==> config.mk <==
export PLATFORM = sky130hd
export DESIGN_NAME = meas_sequencer_flat
export DESIGN_NICKNAME = d
export VERILOG_FILES = /design/src/rtl/meas_sequencer_pkg.sv /design/src/rtl/meas_sequencer_if.sv /design/src/rtl/meas_next_ch.sv /design/src/rtl/meas_sequencer.sv /design/src/flat_wrapper.sv
export SDC_FILE = /design/constraint.sdc
export NUM_CORES = 1
export LEC_CHECK = 0
export CAP_MARGIN = 20
export CORE_UTILIZATION = 40
export DETAILED_ROUTE_END_ITERATION = 10
export GPL_ROUTABILITY_DRIVEN = 0
export GPL_TIMING_DRIVEN = 1
export PLACE_DENSITY = 0.63
export SETUP_SLACK_MARGIN = 0.5
export SLEW_MARGIN = 5
export SYNTH_ARGS = -nofsm -noshare
export SYNTH_HDL_FRONTEND = slang
export SYNTH_HIERARCHICAL = 1
export SYNTH_SLANG_ARGS = --single-unit
==> constraint.sdc <==
create_clock -name clk_34 -period 3.7 [get_ports clk_34]
set_input_delay 0.74 -clock clk_34 [delete_from_list [all_inputs] [get_ports clk_34]]
set_output_delay 0.74 -clock clk_34 [all_outputs]
set_load 0.01 [all_outputs]
==> src/rtl/meas_sequencer_pkg.sv <==
// rtl/meas_sequencer_pkg.sv - shared state encoding and default widths for the measurement sequencer
package meas_sequencer_pkg;

    localparam int DEF_DATA_W    = 12;
    localparam int DEF_MAX_COUNT = 600;
    localparam int MISS_W        = 4;

    typedef enum logic [1:0] {
        IDLE  = 2'd0,
        PRIME = 2'd1,
        RUN   = 2'd2
    } state_t;

endpackage

==> src/rtl/meas_sequencer_if.sv <==
// rtl/meas_sequencer_if.sv - control, echo, result and readback signals of the measurement sequencer
interface meas_sequencer_if #(
    parameter int NUM_CH = 4,
    parameter int CH_W   = 2,
    parameter int DATA_W = 12
);
    logic              enable;
    logic              single_shot;
    logic              start;
    logic [DATA_W-1:0] raw_in;
    logic              echo_seen;
    logic [CH_W-1:0]   ch_sel;
    logic              tx_en;
    logic              busy;
    logic              res_valid;
    logic [CH_W-1:0]   res_ch;
    logic [DATA_W-1:0] res_data;
    logic [NUM_CH-1:0] fault;
    logic [CH_W-1:0]   rd_ch;
    logic [DATA_W-1:0] rd_data;

    modport master (
        output enable, single_shot, start, raw_in, echo_seen, rd_ch,
        input  ch_sel, tx_en, busy, res_valid, res_ch, res_data, fault, rd_data
    );

    modport slave (
        input  enable, single_shot, start, raw_in, echo_seen, rd_ch,
        output ch_sel, tx_en, busy, res_valid, res_ch, res_data, fault, rd_data
    );

endinterface

==> src/rtl/meas_next_ch.sv <==
// rtl/meas_next_ch.sv - finds the next eligible channel in this sweep, or the first one of the next sweep
module meas_next_ch #(
    parameter int NUM_CH = 4,
    parameter int CH_W   = 2
) (
    input  logic [NUM_CH-1:0] fault,
    input  logic [CH_W-1:0]   cur,
    input  logic              restart,
    input  logic              retry_cur,
    input  logic              retry_new,
    output logic              wrap,
    output logic              found,
    output logic [CH_W-1:0]   nxt
);

    logic [NUM_CH-1:0] elig_cur;
    logic [NUM_CH-1:0] elig_new;
    logic              start_ok;
    logic              above_ok;
    logic              first_ok;
    logic [CH_W-1:0]   start_idx;
    logic [CH_W-1:0]   above_idx;
    logic [CH_W-1:0]   first_idx;

    always_comb begin
        elig_cur  = ~fault | {NUM_CH{retry_cur}};
        elig_new  = ~fault | {NUM_CH{retry_new}};
        start_ok  = 1'b0;
        above_ok  = 1'b0;
        first_ok  = 1'b0;
        start_idx = '0;
        above_idx = '0;
        first_idx = '0;
        // Descending scan so the lowest matching index wins.
        for (int i = NUM_CH - 1; i >= 0; i--) begin
            if (elig_cur[i]) begin
                start_ok  = 1'b1;
                start_idx = CH_W'(i);
            end
            if (elig_cur[i] && (CH_W'(i) > cur)) begin
                above_ok  = 1'b1;
                above_idx = CH_W'(i);
            end
            if (elig_new[i]) begin
                first_ok  = 1'b1;
                first_idx = CH_W'(i);
            end
        end
    end

    always_comb begin
        wrap  = 1'b0;
        found = 1'b0;
        nxt   = '0;
        if (restart) begin
            found = start_ok;
            nxt   = start_idx;
        end else if (above_ok) begin
            found = 1'b1;
            nxt   = above_idx;
        end else begin
            wrap  = 1'b1;
            found = first_ok;
            nxt   = first_idx;
        end
    end

endmodule

==> src/rtl/meas_sequencer.sv <==
// rtl/meas_sequencer.sv - round-robin ranging frame sequencer; MEAS_SEQ_AVG_EN enables result averaging
module meas_sequencer
    import meas_sequencer_pkg::*;
#(
    parameter int NUM_CH       = 4,
    parameter int CH_W         = 2,
    parameter int DATA_W       = DEF_DATA_W,
    parameter int MAX_COUNT    = DEF_MAX_COUNT,
    parameter int MISS_LIMIT   = 3,
    parameter int RETRY_SWEEPS = 4
) (
    input logic             clk_34,
    input logic             reset,
    meas_sequencer_if.slave bus
);

    localparam int SW_W = $clog2(RETRY_SWEEPS);

    state_t            state;
    state_t            state_nxt;
    logic [CH_W-1:0]   ch_sel;
    logic [CH_W-1:0]   ch_sel_nxt;
    logic              tx_en;
    logic              tx_en_nxt;
    logic              res_valid;
    logic [CH_W-1:0]   res_ch;
    logic [DATA_W-1:0] res_data;
    logic [NUM_CH-1:0] fault;
    logic [NUM_CH-1:0] fault_nxt;
    logic [DATA_W-1:0] store [NUM_CH];
    logic [MISS_W-1:0] miss  [NUM_CH];
    logic [SW_W-1:0]   sweep_cnt;
    logic [SW_W-1:0]   sweep_inc;
    logic              sweep_adv;
    logic              cap;
    logic              good;
    logic [MISS_W-1:0] miss_inc;
    logic [DATA_W-1:0] store_val;
    logic              nc_wrap;
    logic              nc_found;
    logic [CH_W-1:0]   nc_idx;

    // A frame is only captured when it was fully stimulated and enable is still high.
    assign cap       = (state == RUN) && tx_en && bus.enable;
    assign good      = bus.echo_seen && (bus.raw_in <= DATA_W'(MAX_COUNT));
    assign miss_inc  = (miss[ch_sel] == MISS_W'(MISS_LIMIT)) ? miss[ch_sel]
                                                              : miss[ch_sel] + MISS_W'(1);
    assign sweep_inc = (sweep_cnt == SW_W'(RETRY_SWEEPS - 1)) ? '0 : sweep_cnt + SW_W'(1);

`ifdef MEAS_SEQ_AVG_EN
    logic [NUM_CH-1:0] has_good;
    logic [DATA_W:0]   avg_sum;

    assign avg_sum   = {1'b0, bus.raw_in} + {1'b0, store[ch_sel]} + (DATA_W + 1)'(1);
    assign store_val = has_good[ch_sel] ? avg_sum[DATA_W:1] : bus.raw_in;

    always_ff @(posedge clk_34 or posedge reset) begin
        if (reset) begin
            has_good <= '0;
        end else if (cap && good) begin
            has_good[ch_sel] <= 1'b1;
        end
    end
`else
    assign store_val = bus.raw_in;
`endif

    always_comb begin
        fault_nxt = fault;
        if (cap) begin
            if (good) begin
                fault_nxt[ch_sel] = 1'b0;
            end else if (miss_inc == MISS_W'(MISS_LIMIT)) begin
                fault_nxt[ch_sel] = 1'b1;
            end
        end
    end

    // Eligibility uses this frame's fault update so a just-faulted channel is not revisited.
    meas_next_ch #(
        .NUM_CH (NUM_CH),
        .CH_W   (CH_W)
    ) u_next_ch (
        .fault     (fault_nxt),
        .cur       (ch_sel),
        .restart   (state == IDLE),
        .retry_cur (sweep_cnt == '0),
        .retry_new (sweep_inc == '0),
        .wrap      (nc_wrap),
        .found     (nc_found),
        .nxt       (nc_idx)
    );

    always_ff @(posedge clk_34 or posedge reset) begin
        if (reset) begin
            state <= IDLE;
        end else begin
            state <= state_nxt;
        end
    end

    always_comb begin
        state_nxt  = state;
        ch_sel_nxt = ch_sel;
        tx_en_nxt  = tx_en;
        sweep_adv  = 1'b0;
        case (state)
            IDLE: begin
                if (bus.enable && (bus.start || !bus.single_shot)) begin
                    ch_sel_nxt = nc_found ? nc_idx : ch_sel;
                    tx_en_nxt  = nc_found;
                    state_nxt  = nc_found ? PRIME : RUN;
                end
            end
            PRIME: begin
                if (!bus.enable) begin
                    state_nxt = IDLE;
                    tx_en_nxt = 1'b0;
                end else begin
                    state_nxt = RUN;
                end
            end
            RUN: begin
                if (!bus.enable) begin
                    state_nxt = IDLE;
                    tx_en_nxt = 1'b0;
                end else if (!nc_wrap) begin
                    ch_sel_nxt = nc_idx;
                    tx_en_nxt  = 1'b1;
                end else begin
                    sweep_adv = 1'b1;
                    if (bus.single_shot) begin
                        state_nxt = IDLE;
                        tx_en_nxt = 1'b0;
                    end else if (nc_found) begin
                        ch_sel_nxt = nc_idx;
                        tx_en_nxt  = 1'b1;
                    end else begin
                        tx_en_nxt = 1'b0;
                    end
                end
            end
            default: begin
                state_nxt = IDLE;
                tx_en_nxt = 1'b0;
            end
        endcase
    end

    always_ff @(posedge clk_34 or posedge reset) begin
        if (reset) begin
            ch_sel    <= '0;
            tx_en     <= 1'b0;
            res_valid <= 1'b0;
            res_ch    <= '0;
            res_data  <= '0;
            fault     <= '0;
            sweep_cnt <= '0;
            for (int i = 0; i < NUM_CH; i++) begin
                store[i] <= '0;
                miss[i]  <= '0;
            end
        end else begin
            ch_sel    <= ch_sel_nxt;
            tx_en     <= tx_en_nxt;
            res_valid <= cap && good;
            fault     <= fault_nxt;
            if (sweep_adv) begin
                sweep_cnt <= sweep_inc;
            end
            if (cap) begin
                if (good) begin
                    store[ch_sel] <= store_val;
                    miss[ch_sel]  <= '0;
                    res_ch        <= ch_sel;
                    res_data      <= store_val;
                end else begin
                    miss[ch_sel]  <= miss_inc;
                end
            end
        end
    end

    assign bus.ch_sel    = ch_sel;
    assign bus.tx_en     = tx_en;
    assign bus.busy      = (state != IDLE);
    assign bus.res_valid = res_valid;
    assign bus.res_ch    = res_ch;
    assign bus.res_data  = res_data;
    assign bus.fault     = fault;
    assign bus.rd_data   = store[bus.rd_ch];

endmodule

==> src/flat_wrapper.sv <==
// flat-port wrapper written by rule: the top's interface ports become plain ports
module meas_sequencer_flat import meas_sequencer_pkg::*;
#(
    parameter int NUM_CH       = 4,
    parameter int CH_W         = 2,
    parameter int DATA_W       = DEF_DATA_W,
    parameter int MAX_COUNT    = DEF_MAX_COUNT,
    parameter int MISS_LIMIT   = 3,
    parameter int RETRY_SWEEPS = 4
)
  (clk_34, reset, bus_enable, bus_single_shot, bus_start, bus_raw_in, bus_echo_seen, bus_rd_ch, bus_ch_sel, bus_tx_en, bus_busy, bus_res_valid, bus_res_ch, bus_res_data, bus_fault, bus_rd_data);
  meas_sequencer_if #(.NUM_CH(NUM_CH), .CH_W(CH_W), .DATA_W(DATA_W)) bus_i ();
  input logic clk_34;
  input logic reset;
  input wire logic [$bits(bus_i.enable)-1:0] bus_enable;
  input wire logic [$bits(bus_i.single_shot)-1:0] bus_single_shot;
  input wire logic [$bits(bus_i.start)-1:0] bus_start;
  input wire logic [$bits(bus_i.raw_in)-1:0] bus_raw_in;
  input wire logic [$bits(bus_i.echo_seen)-1:0] bus_echo_seen;
  input wire logic [$bits(bus_i.rd_ch)-1:0] bus_rd_ch;
  output wire logic [$bits(bus_i.ch_sel)-1:0] bus_ch_sel;
  output wire logic [$bits(bus_i.tx_en)-1:0] bus_tx_en;
  output wire logic [$bits(bus_i.busy)-1:0] bus_busy;
  output wire logic [$bits(bus_i.res_valid)-1:0] bus_res_valid;
  output wire logic [$bits(bus_i.res_ch)-1:0] bus_res_ch;
  output wire logic [$bits(bus_i.res_data)-1:0] bus_res_data;
  output wire logic [$bits(bus_i.fault)-1:0] bus_fault;
  output wire logic [$bits(bus_i.rd_data)-1:0] bus_rd_data;
  assign bus_i.enable = bus_enable;
  assign bus_i.single_shot = bus_single_shot;
  assign bus_i.start = bus_start;
  assign bus_i.raw_in = bus_raw_in;
  assign bus_i.echo_seen = bus_echo_seen;
  assign bus_i.rd_ch = bus_rd_ch;
  assign bus_ch_sel = bus_i.ch_sel;
  assign bus_tx_en = bus_i.tx_en;
  assign bus_busy = bus_i.busy;
  assign bus_res_valid = bus_i.res_valid;
  assign bus_res_ch = bus_i.res_ch;
  assign bus_res_data = bus_i.res_data;
  assign bus_fault = bus_i.fault;
  assign bus_rd_data = bus_i.rd_data;
  meas_sequencer #(.NUM_CH(NUM_CH), .CH_W(CH_W), .DATA_W(DATA_W), .MAX_COUNT(MAX_COUNT), .MISS_LIMIT(MISS_LIMIT), .RETRY_SWEEPS(RETRY_SWEEPS)) u_core (.clk_34(clk_34), .reset(reset), .bus(bus_i));
endmodule
==> impl_metrics.tcl <==
set metrics [dict create \
    status "finished, final reports clean" \
    rsz0062_at_grt "yes" \
    crit_fanout 5 \
    drt_iter0_markers 111 \
    cp.required_ps 3950 \
    syn-instance-count 335 \
    worst_setup_path_start_kind "flip-flop" \
    setup_viol 0 \
    dp_cells 545 \
    synth_edf_count 0 \
    synth_largest_area_cell "dfrtp_1" \
    period_share_pct 87.2 \
    synthFlopType "dfrtp_1" \
    finalHoldViolCount 0 \
    tightest_slew_ps 619 \
    synthTopCellsByCount "dfrtp_1 (90), mux2_2 (50), nand2_1 (25), mux4_2 (17), nor2b_1 (16)" \
    hold_end "u_core/miss[5]$_DFFE_PP0P_" \
    start_util_pct 40.9 \
    synth.cell_area_sq_mm 0.00443 \
    power.switching_w 0.000857 \
    viasPerCell 5.24 \
    placed_cell_area_sq_mm 0.00537 \
    clock_skew_ps 10.9 \
    syn_nets 359 \
    hold_buffers 0 \
    port_buffers 54 \
    yosysSeqAreaShare_pct 50.8 \
    fin_cells 568 \
    ios 55 \
    fin_util_pct 52.8 \
    synthArstFlopShare_pct 100 \
    worstHoldStart "u_core/miss[5]$_DFFE_PP0P_" \
    via_count 2974 \
    coreArea_sq_mm 0.0108 \
    grt_pass1_vias 3060 \
    cts_sinks 90 \
    drv_cap 0 \
    first_pass_iters 4 \
    r2r-end "u_core/bus.ch_sel[1]$_DFFE_PP0P_" \
    p_sw_share_pct 32.1 \
    rows 38 \
    max_freq_ghz 0.310 \
    hold_path_depth 2 \
    dp_hpwl_mm 6.71 \
    overflow 0 \
    route.detailed.drc 0 \
    die_w_um 107 \
    holdWs_ps 483 \
    ys_ff_latch 90 \
    htree_num_levels 3 \
    n_antenna_cell 0 \
    end_kind "flip-flop" \
    avgSynthCellArea_sq_um 13.2 \
    slew_headroom_pct 58.3 \
    clk_pin_slew_ps 90 \
    yosys_warnings 6 \
    cp_slowest_cell "mux4_2" \
    crit_buf_inv 1 \
    cts.path.max_buffers 2 \
    rrSetupSlack_ps 470 \
    min_path_type "reg2reg" \
    insertion_delay_ps 370 \
    finish.instance_area_sq_mm 0.00572 \
    power_frac_comb_pct 30.8 \
    synth.most_common_cell "dfrtp_1" \
    ctsRootBufferMaster "clkbuf_8" \
    powerDensity_mw_per_mm2 467 \
    antenna_found_initial 0 \
    slowest_delay_ps 590 \
    nNetsFinal 447 \
    worstPathArrival_ps 3480 \
    p_leak_nw 2.69 \
    internal_power_w 0.00181 \
    slew_violations 0 \
    pwr-share-seq_pct 43.5 \
    crit_type "reg2reg" \
    yosysTopAreaCellShare_pct 50.8 \
    grt_max_degree 73 \
    cts_tree "yes" \
    ys_top_cells_by_area "dfrtp_1 (51%), mux2_2 (13%), mux4_2 (8.6%), mux2_4 (2.4%), nor2b_1 (2.3%)" \
    cts_buffers 9 \
    ant_nets 0 \
    setup_tns_ps 0 \
    dieArea_sq_mm 0.0115 \
    drive_above_1_share_pct 37.4 \
    timing.rr.start "u_core/bus.ch_sel[0]$_DFFE_PP0P_" \
    netlist-cell-type-count 52 \
    path_delay_family "multiplexers" \
    routedWlPerCell_um 17.2 \
    routed_wl_mm 9.77 \
    die_y_um 107 \
    p_clk_share_pct 25.7 \
    grt_use_total_pct 18.8 \
    grt_pass1_wl_mm 16.0 \
    areaGrowthSynthToFinish_pct 29.0 \
    crit_path_cell_trace "mux4_2, ha_4, nor3b_2, a32oi_2, buf_6, a211oi_2, or2_0, a22oi_2, nor2_2, a41oi_2, o21ai_1, a21oi_2, mux2_2" \
    r2r_cells 13 \
    ir_drop_mv 0.354 \
    min_period_ps 3230 \
]
[worst min-delay path, stage by stage (launching register included)]
cell and delay, ps:
dfrtp_1 350, nand2_1 50, o31ai_1 50
[power groups by stage]
stage	Clock (W)	Combinational [W]	Sequential, W
finish	0.000686	0.000822	0.00116
global route	0.000749	0.000889	0.00118
CTS	0.000710	0.000794	0.00116
detailed placement	0	0.000727	0.00119
global placement	0	0.000721	0.00119
floorplan	0	0.000501	0.00117
[area by class of cell]
type / count / area, sq um
clock buffers: 9 / 124
clock inverters: 7 / 81.3
fillers: 931 / 5120
inverters: 9 / 35.0
multi-input cells: 221 / 2170
flip-flops and latches: 90 / 2250
well taps: 140 / 175
repair buffers: 92 / 878
[logic make-up (layout without fill, tap and decap cells)]
logic type / after synthesis / in the layout / synth area share [%]
flops: 90 / 90 / 50.8
simple gates: 88 / 88 / 11.8
mux: 74 / 74 / 23.7
compound gates: 50 / 50 / 8.52
buf+inv: 24 / 117 / 3.08
xor+xnor: 5 / 5 / 0.988
fa+ha+maj: 4 / 4 / 1.13
[through the flow]
stage / total power [W] / setup WS [ps]
floorplan: 0.00167 / 258
CTS: 0.00267 / 494
detailed placement: 0.00192 / 87.3
finish: 0.00267 / 473
global route: 0.00282 / 291
global placement: 0.00191 / 113
[per-layer routing]
layer / wire length [um] / up-vias / GRT usage, %
met5: 0 / - / 0
met4: 77 / 0 / 4.40
met3: 313 / 6 / 5.51
met2: 4780 / 53 / 30.3
met1: 4600 / 1503 / 24.9
li1: - / 1412 / -
[layout by cell type, fill, tap and decap left out, types with 3 or more instances in the layout]
cell type        instances
buf_12                   3
mux2_4                   7
clkdlybuf4s50_1         42
nand2_1                 24
a31oi_1                  4
dlygate4sd2_1            6
buf_4                   33
nand3_1                  4
xor2_1                   3
o31ai_1                 12
o21ai_0                  3
o41ai_1                  4
mux4_2                  17
mux2_2                  50
nor3_1                   3
nand2b_1                 4
ha_1                     3
nor2b_1                 15
nor3_2                   3
nor2_1                  12
dlymetal6s2s_1           6
inv_1                    8
dfrtp_1                 89
clkbuf_8                 9
clkinv_2                 3
[worst max path at each step]
stage	startpoint	end	slack, ps	depth (start not counted)
finish	u_core/bus.ch_sel[0]$_DFFE_PP0P_	u_core/bus.ch_sel[1]$_DFFE_PP0P_	470	13
global route	u_core/bus.ch_sel[0]$_DFFE_PP0P_	u_core/bus.ch_sel[1]$_DFFE_PP0P_	290	14
CTS	u_core/bus.ch_sel[0]$_DFFE_PP0P_	u_core/bus.ch_sel[1]$_DFFE_PP0P_	490	13
detailed placement	bus_enable	u_core/bus.ch_sel[0]$_DFFE_PP0P_	90	12
global placement	bus_raw_in[0]	u_core/bus.ch_sel[0]$_DFFE_PP0P_	110	13
floorplan	u_core/bus.ch_sel[0]$_DFFE_PP0P_	u_core/bus.ch_sel[0]$_DFFE_PP0P_	260	14
[repair_timing]
item                                    CTS  global route
cloned                                    0             0
gates resized for setup                  16            10
pin swaps                                 9             0
endpoints found under the setup margin   15            12
buffers inserted                          5             2
[state kept, by name (all words and copies together) (netlist names)]
| name | flops |
|---|---|
| u_core/sweep_cnt | 2 |
| u_core/bus.ch_sel | 2 |
| u_core/miss | 16 |
| u_core/bus.fault | 4 |
| u_core/bus.res_ch | 2 |
| u_core/bus.tx_en | 1 |
| u_core/store | 48 |
| u_core/bus.res_valid | 1 |
| u_core/state | 2 |
| u_core/bus.res_data | 12 |
(Power assumes the default switching activity.)
